==> config.mk <==
export PLATFORM = sky130hd
export DESIGN_NAME = cm82_serial_add_sched
export DESIGN_NICKNAME = d
export VERILOG_FILES = /design/src/rtl/cm82_serial_add_sched.sv
export SDC_FILE = /design/constraint.sdc
export NUM_CORES = 1
export LEC_CHECK = 0
export CAP_MARGIN = 20
export CORE_UTILIZATION = 37
export CTS_BUF_LIST = sky130_fd_sc_hd__clkbuf_8 sky130_fd_sc_hd__clkbuf_16
export DETAILED_ROUTE_END_ITERATION = 8
export HOLD_SLACK_MARGIN = 0.1
export PLACE_DENSITY = 0.77
export SETUP_SLACK_MARGIN = 0.3
export SYNTH_ARGS = -nofsm -noshare
export SYNTH_HDL_FRONTEND = slang
export SYNTH_SLANG_ARGS = --single-unit
==> constraint.sdc <==
create_clock -name clk_i -period 1.9 [get_ports clk_i]
set_input_delay 0.19 -clock clk_i [delete_from_list [all_inputs] [get_ports clk_i]]
set_output_delay 0.19 -clock clk_i [all_outputs]
set_load 0.01 [all_outputs]
==> src/rtl/cm82_serial_add_sched.sv <==
// Digit-serial addition scheduler: round-robin arbitration of several requesters onto one
// external CM82 2-bit adder slice, two bits per cycle, result on a valid/ready channel.
module cm82_serial_add_sched #(
  parameter int unsigned N_REQ = 4,
  parameter int unsigned OP_W  = 8,
  localparam int unsigned IDW  = (N_REQ > 1) ? $clog2(N_REQ) : 1
) (
  input  logic                    clk_i,
  input  logic                    rst_ni,
  input  logic [N_REQ-1:0]        req_valid_i,
  output logic [N_REQ-1:0]        req_ready_o,
  input  logic [N_REQ*OP_W-1:0]   req_x_i,
  input  logic [N_REQ*OP_W-1:0]   req_y_i,
  input  logic [N_REQ-1:0]        req_cin_i,
  output logic                    resp_valid_o,
  input  logic                    resp_ready_i,
  output logic [IDW-1:0]          resp_id_o,
  output logic [OP_W-1:0]         resp_sum_o,
  output logic                    resp_cout_o,
  output logic                    busy_o,
  output logic                    slc_a_o,
  output logic                    slc_b_o,
  output logic                    slc_c_o,
  output logic                    slc_d_o,
  output logic                    slc_e_o,
  input  logic                    slc_f_i,
  input  logic                    slc_g_i,
  input  logic                    slc_h_i
);

  localparam int unsigned ND = OP_W / 2;
  localparam int unsigned KW = (ND > 1) ? $clog2(ND) : 1;

  typedef enum logic [1:0] {IDLE, RUN, RESP} state_e;

  state_e          state_q, state_d;
  logic [IDW-1:0]  rr_q, rr_d, id_q, id_d, gnt_idx, cand;
  logic [KW-1:0]   k_q, k_d;
  logic [OP_W-1:0] x_q, x_d, y_q, y_d, sum_q, sum_d;
  logic            cout_q, cout_d;
  logic [4:0]      slc_q, slc_d;
  logic            resp_valid_q, busy_q, gnt_found;
  logic [OP_W-1:0] x_arr [N_REQ];
  logic [OP_W-1:0] y_arr [N_REQ];

  for (genvar g = 0; g < N_REQ; g++) begin : g_unpack
    assign x_arr[g] = req_x_i[g*OP_W +: OP_W];
    assign y_arr[g] = req_y_i[g*OP_W +: OP_W];
  end

  // First valid requester at or after the round-robin pointer, wrapping.
  always_comb begin
    gnt_found = 1'b0;
    gnt_idx   = '0;
    cand      = '0;
    for (int unsigned i = 0; i < N_REQ; i++) begin
      cand = IDW'((32'(rr_q) + i) % N_REQ);
      if (!gnt_found && req_valid_i[cand]) begin
        gnt_found = 1'b1;
        gnt_idx   = cand;
      end
    end
  end

  // Accept strobe is combinational; gated by reset so nothing is offered while held in reset.
  assign req_ready_o = (state_q == IDLE && gnt_found && rst_ni) ? (N_REQ'(1) << gnt_idx) : '0;

  // Slice inputs are registered one cycle ahead, so slc_a carries the previous slice carry.
  always_comb begin
    state_d = state_q;
    rr_d    = rr_q;
    id_d    = id_q;
    k_d     = k_q;
    x_d     = x_q;
    y_d     = y_q;
    sum_d   = sum_q;
    cout_d  = cout_q;
    slc_d   = '0;
    unique case (state_q)
      IDLE: begin
        if (gnt_found) begin
          state_d = RUN;
          id_d    = gnt_idx;
          k_d     = '0;
          sum_d   = '0;
          x_d     = x_arr[gnt_idx] >> 2;
          y_d     = y_arr[gnt_idx] >> 2;
          slc_d   = {req_cin_i[gnt_idx], x_arr[gnt_idx][0], y_arr[gnt_idx][0],
                     x_arr[gnt_idx][1], y_arr[gnt_idx][1]};
        end
      end
      RUN: begin
        sum_d = (sum_q >> 2) | (OP_W'({slc_g_i, slc_f_i}) << (OP_W - 2));
        k_d   = k_q + KW'(1);
        if (k_q == KW'(ND - 1)) begin
          cout_d  = slc_h_i;
          state_d = RESP;
        end else begin
          slc_d = {slc_h_i, x_q[0], y_q[0], x_q[1], y_q[1]};
          x_d   = x_q >> 2;
          y_d   = y_q >> 2;
        end
      end
      RESP: begin
        if (resp_ready_i) begin
          state_d = IDLE;
          rr_d    = (id_q == IDW'(N_REQ - 1)) ? '0 : id_q + IDW'(1);
        end
      end
      default: state_d = IDLE;
    endcase
  end

  always_ff @(posedge clk_i or negedge rst_ni) begin
    if (!rst_ni) begin
      state_q      <= IDLE;
      rr_q         <= '0;
      id_q         <= '0;
      k_q          <= '0;
      x_q          <= '0;
      y_q          <= '0;
      sum_q        <= '0;
      cout_q       <= 1'b0;
      slc_q        <= '0;
      resp_valid_q <= 1'b0;
      busy_q       <= 1'b0;
    end else begin
      state_q      <= state_d;
      rr_q         <= rr_d;
      id_q         <= id_d;
      k_q          <= k_d;
      x_q          <= x_d;
      y_q          <= y_d;
      sum_q        <= sum_d;
      cout_q       <= cout_d;
      slc_q        <= slc_d;
      resp_valid_q <= (state_d == RESP);
      busy_q       <= (state_d != IDLE);
    end
  end

  assign resp_valid_o = resp_valid_q;
  assign busy_o       = busy_q;
  assign resp_id_o    = id_q;
  assign resp_sum_o   = sum_q;
  assign resp_cout_o  = cout_q;
  assign {slc_a_o, slc_b_o, slc_c_o, slc_d_o, slc_e_o} = slc_q;

endmodule
After elaboration in Yosys (flattened, before gate mapping)
Index checks and enable logic that the tools add are counted.
W data, S select, Z words.
{"block": "classes", "addsub": 5, "order_cmp": 6, "n_eq_ne": 7, "shift": 1, "muxes": 43, "bitwise": 2, "n_reduce_logical": 16}
{"op": "$mux W8", "n": 9}
{"op": "$pmux W8 S2", "n": 3}
{"op": "$bmux W8 S2", "n": 2}
{"op": "$mux W2", "n": 9}
{"op": "$lt A2 B3 Y1 const B", "n": 5}
{"op": "$bmux W1 S2", "n": 5}
{"op": "$mux W5", "n": 2}
{"op": "$pmux W5 S2", "n": 1}
{"op": "$mux W1", "n": 9}
{"op": "$eq A2 B2 Y1 const B", "n": 4}
{"op": "$or A6 B8 Y8", "n": 1}
{"op": "$reduce_and A2 Y1", "n": 4}
{"op": "$add A2 B1 Y2 const B", "n": 3}
{"op": "$pmux W2 S3", "n": 1}
{"op": "$logic_and A1 B1 Y1", "n": 5}
{"op": "$add A2 B2 Y2 const B", "n": 2}
{"op": "$mux W4", "n": 1}
{"op": "$ne A2 B2 Y1 const B", "n": 2}
{"op": "$pmux W2 S2", "n": 1}
{"op": "$reduce_bool A2 Y1", "n": 2}
{"op": "$shl A1 B2 Y4 const A", "n": 1}
{"op": "$ge A3 B3 Y1 const B", "n": 1}
{"op": "$logic_not A1 Y1", "n": 3}
{"op": "$not A2 Y3", "n": 1}
{"op": "3 further kinds", "n": 3}
{"block": "word_totals", "reg_bits": 40, "input_bits": 78, "output_inout_bits": 22, "word_cells": 91}

Longest topological paths before layout
{"block": "logic_depth", "depth_word": 18, "ltp_mapped": 9, "ltp_nobuf": 6}

Least setup slack after synthesis
Ideal clock, no wire load.
{"block": "synth_timing", "path_kind": "register to register", "startpoint": "register rr_q[1]", "endpoint": "register slc_q[1]", "setup_time_ns": 0.126, "arrival_ns": 1.714, "path_slack_ns": 0.060, "stages_incl_launch_ff": 10, "path_buffers": 3, "synth_period_minus_slack_ns": 1.840, "cell_sequence": "dfrtp_1 -> buf_4 -> nor2b_4 -> a22o_1 -> or2_1 -> buf_6 -> buf_6 -> nand2_1 -> nand2_1 -> a221o_1"}
{"block": "synth_via", "elab_chain_cells": 18, "word_cells_on_any_way": 31, "cone_classes": "add/sub: 3; mux: 21; bitwise: 1; reduce/logical: 6"}
{"element": "from (decl)", "line": "37", "source": "logic [IDW-1:0] rr_q, rr_d, id_q, id_d, gnt_idx, cand;"}
{"element": "from (signal assigned)", "line": "129", "source": "rr_q <= rr_d;"}
{"element": "parallel branches: the longest is 16 deep, another holds $add A2 B1 Y2"}
{"element": "$mux W5 (*)", "line": "81", "source": "if (gnt_found) begin"}
{"element": "$pmux W5 S2 (*)", "line": "79", "source": "unique case (state_q)"}
{"element": "via slc_d[1]", "line": "41", "source": "logic [4:0] slc_q, slc_d;"}
{"element": "to (signal assigned)", "line": "136", "source": "slc_q <= slc_d;"}
{"element": "to (decl)", "line": "41"}
Mark *: on every way through the listed nets, which the timed path passes. The select of a mux whose other input is x is not followed.
A chain may end at the register's enable or synchronous reset.

Worst setup path in the final report
{"block": "layout_timing", "startpoint": "register rr_q[0]", "endpoint": "register y_q[0]"}
{"block": "layout_via", "elab_chain_cells": 18, "word_cells_on_any_way": 33, "cone_classes": "add/sub: 3; eq/ne: 1; mux: 21; bitwise: 1; reduce/logical: 7"}
{"element": "parallel branches: the longest is 18 deep, another holds $add A2 B1 Y2"}
{"element": "to (signal assigned)", "line": "133", "source": "y_q <= y_d;"}
{"element": "to (decl)", "line": "39", "source": "logic [OP_W-1:0] x_q, x_d, y_q, y_d, sum_q, sum_d;"}
Several ways; the timed one is not identified. The select of a mux whose other input is x is not followed.

==> key figures <==
Synth
  – Post-Syn Area per Cell: 9.07 sq um
  – Top_reg_cell synth: dfrtp_1
  – Ranking of synthesized cells by area: dfrtp_1 (43%), nand2_1 (10%), a22o_1 (6.7%)
  – Post-synthesis cell type count: 38
  – Cells after Synth: 230
  – Synthesized cell area: 2090 sq um
  – Post-synth EDFFs: 0
  – Post-synth top area cell: dfrtp_1
  – Count leader, synth: nand2_1
  – Async SR Flop Fraction: 100%
  – Post-synth net total: 310
  – Synth warn: 0
  – Seq/Total Area, Yosys: 43.2%
  – Top post-synthesis cells by count: nand2_1 (57), dfrtp_1 (36), nor2_1 (20)
  – Synth top area share: 43.2%
  – Register bit total from synthesis: 36

Detailed routing
  – Total Routed Length: 7100 um
  – First DRT Iteration DRCs: 116
  – Post-DRT Antenna Nets: 0
  – Via count: 2325
  – Drt via density: 5.28
  – Wire per inst: 16.1 um
  – 1st-pass router iterations: 4
  – Drt drc: 0

Global route
  – Global route overflow: 0
  – GRT Total Usage: 23.6%
  – Largest net degree at the start of global routing: 32
  – Initial antenna violation count: 0
  – Vias in the first global route: 2296
  – First-pass GRT wire length: 11000 um

Floorplanning
  – Die width: 77.1 um
  – Top Ports: 100
  – Die area: 5940 sq um
  – FP Rows: 26
  – Core area: 5270 sq um
  – Starting Density: 39.6%
  – Die Span Y: 77.1 um

Clocking
  – CTS tree: done
  – Htree depth: 2
  – Root Buffer: clkbuf_8
  – Clock latency on the worst-skew pair: 0.29 ns
  – Total CTS buffers: 5
  – Deepest clock path buffer count: 2
  – CTS Sinks: 36
  – Clock Pin Slew Worst Setup and Hold Paths: 0.07 ns

Timing
  – Worst setup margin: -0.0159 ns
  – Worst Max-Slew Pin Slew: 0.440 ns
  – Final setup fails: 3
  – Slew HR: 70.5%
  – Slew Limit Fails: 0
  – Period minus WS final: 1.92 ns
  – Skew final: 0.00624 ns
  – Tcrit/Tclk final: 101%
  – Fmax: 0.522 GHz
  – Hold Fails Final Rpt: 0
  – Hold_ws: 0.503 ns
  – RSZ-0062 raised after global routing: yes

Cells and area
  – Non-Filler Instances: 440
  – P&R area growth vs syn: 80.5%
  – Antenna diode count: 0
  – Nets@finish: 449
  – Share of layout cells above drive strength 1: 24.6%
  – Design Area, Final: 3760 sq um
  – Core Util, Final: 71.4%

Power
  – Pwr dens: 1430 nW/um^2
  – Leakage: 1.71 nW
  – Pwr Total: 0.00538 W
  – Maximum VDD drop: 0.672 mV

Place
  – Placed cell area: 3310 sq um
  – Detailed Place HPWL: 4660 um
  – Dpl cells: 412
  – Port Buffers: 99
  – GPL Wtd Cong: 0.893

Run status
  – Failing checks: setup timing
  – Status: finished, violations left

Hold path
  – Min-delay worst type: flip-flop to flip-flop

Worst setup path
  – Req. time, crit path: 2.08 ns
  – CP max FO: 6
  – CP startpoint kind: flip-flop
  – Setup crit end kind: flip-flop
  – WP data arrival: 2.10 ns
  – WS Path Type: flip-flop to flip-flop

Run
  – Max-cap violations: 0
-- path summary, 6_finish.rpt --
kind / slack [ns] / startpoint / endpoint / cells past startpoint
max reg2reg: -0.02 / rr_q[0] / y_q[0] / 8
max: -0.02 / rr_q[0] / y_q[0] / 8
min reg2reg: 0.50 / x_q[3] / x_q[3] / 2
max in group asynchronous: 0.71 / rst_ni / rr_q[1] / 3
min: 0.50 / x_q[3] / x_q[3] / 2
min in group asynchronous: 0.55 / rst_ni / x_q[1] / 3
-- area by class of cell --
cell class,instances,area (sq um)
fillers,393,1510
repair buffers,144,1390
multi-input cells,179,1270
flip-flops and latches,36,903
well taps,70,87.6
clock buffers,5,68.8
clock inverters,3,38.8
inverters,3,11.3
-- worst max-delay path, cell delays in order, from the launching register on --
cell	delay [ns]
dfrtp_2	0.47
nand2b_4	0.11
a21boi_4	0.07
nor4_4	0.36
buf_4	0.17
buf_4	0.11
mux2i_1	0.26
o21ai_1	0.09
a22o_1	0.18
-- layer usage --
metal | GRT usage [%] | wire (um) | vias up
met5 | 0 | 0 | -
met4 | 8.11 | 115 | 0
met3 | 5.12 | 515 | 13
met2 | 39.7 | 3520 | 102
met1 | 29.8 | 2950 | 1101
li1 | - | - | 1109
-- per-stage QoR --
stage,setup WS (ns),TNS (ns)
2_1_floorplan,0.120,0
3_3_place_gp,-0.329,-5.83
3_5_place_dp,-0.394,-7.13
4_1_cts,0.0341,0
5_1_grt,-0.0937,-0.763
6_report,-0.0159,-0.0232
-- repair_timing --
action	4_1_cts	5_1_grt
resized for setup	48	14
setup endpoints to repair	37	30
buffers inserted	10	8
hold buffers	2	0
endpoints found under the hold margin	5	0
pin swaps	12	3
-- power by group --
part	switching [W]	leakage, nW	internal (W)
logic	0.00149	1.20	0.00183
clock network	0.000265	0.0593	0.000384
registers	0.000279	0.452	0.00113
-- cell usage in the layout (no fill, tap or decap), types with 2 or more instances in the layout --
| cell | count |
|---|---|
| buf_4 | 33 |
| nor2_4 | 2 |
| a21oi_1 | 13 |
| a221oi_2 | 5 |
| mux2_2 | 2 |
| nand2_1 | 54 |
| ha_1 | 2 |
| nand2_2 | 2 |
| buf_12 | 4 |
| nor2_1 | 17 |
| a22o_1 | 16 |
| buf_2 | 4 |
| mux2i_2 | 2 |
| dlygate4sd3_1 | 2 |
| clkdlybuf4s50_1 | 91 |
| a31o_2 | 2 |
| clkbuf_8 | 5 |
| o22ai_2 | 2 |
| a221o_1 | 9 |
| o21ai_0 | 4 |
| buf_6 | 6 |
| nor2_2 | 2 |
| mux2i_1 | 7 |
| dfrtp_2 | 2 |
| dlygate4sd2_1 | 3 |
| inv_1 | 4 |
| o21ai_1 | 8 |
| a21o_1 | 2 |
| or2_4 | 2 |
| nand3_1 | 2 |
| nand2b_1 | 4 |
| mux2_4 | 2 |
| dfrtp_1 | 34 |
-- kinds of logic after synthesis --
group / synth area share [%]
DFF: 43.2
AOI/OAI and AO/OA: 24.0
muxes: 6.48
adders and majority gates: 1.20
buffers and inverters: 4.56
and+or+nand+nor: 20.6
-- sequential cells by signal (all words and copies together), names as in the netlist --
signal and cells:
busy_o 1, k_q 2, resp_cout_o 1, resp_id_o 2, resp_sum_o 8, resp_valid_o 1, rr_q 2, slc_q 5
state_q 2, x_q 6, y_q 6
Power figures use the tool's default switching activity.
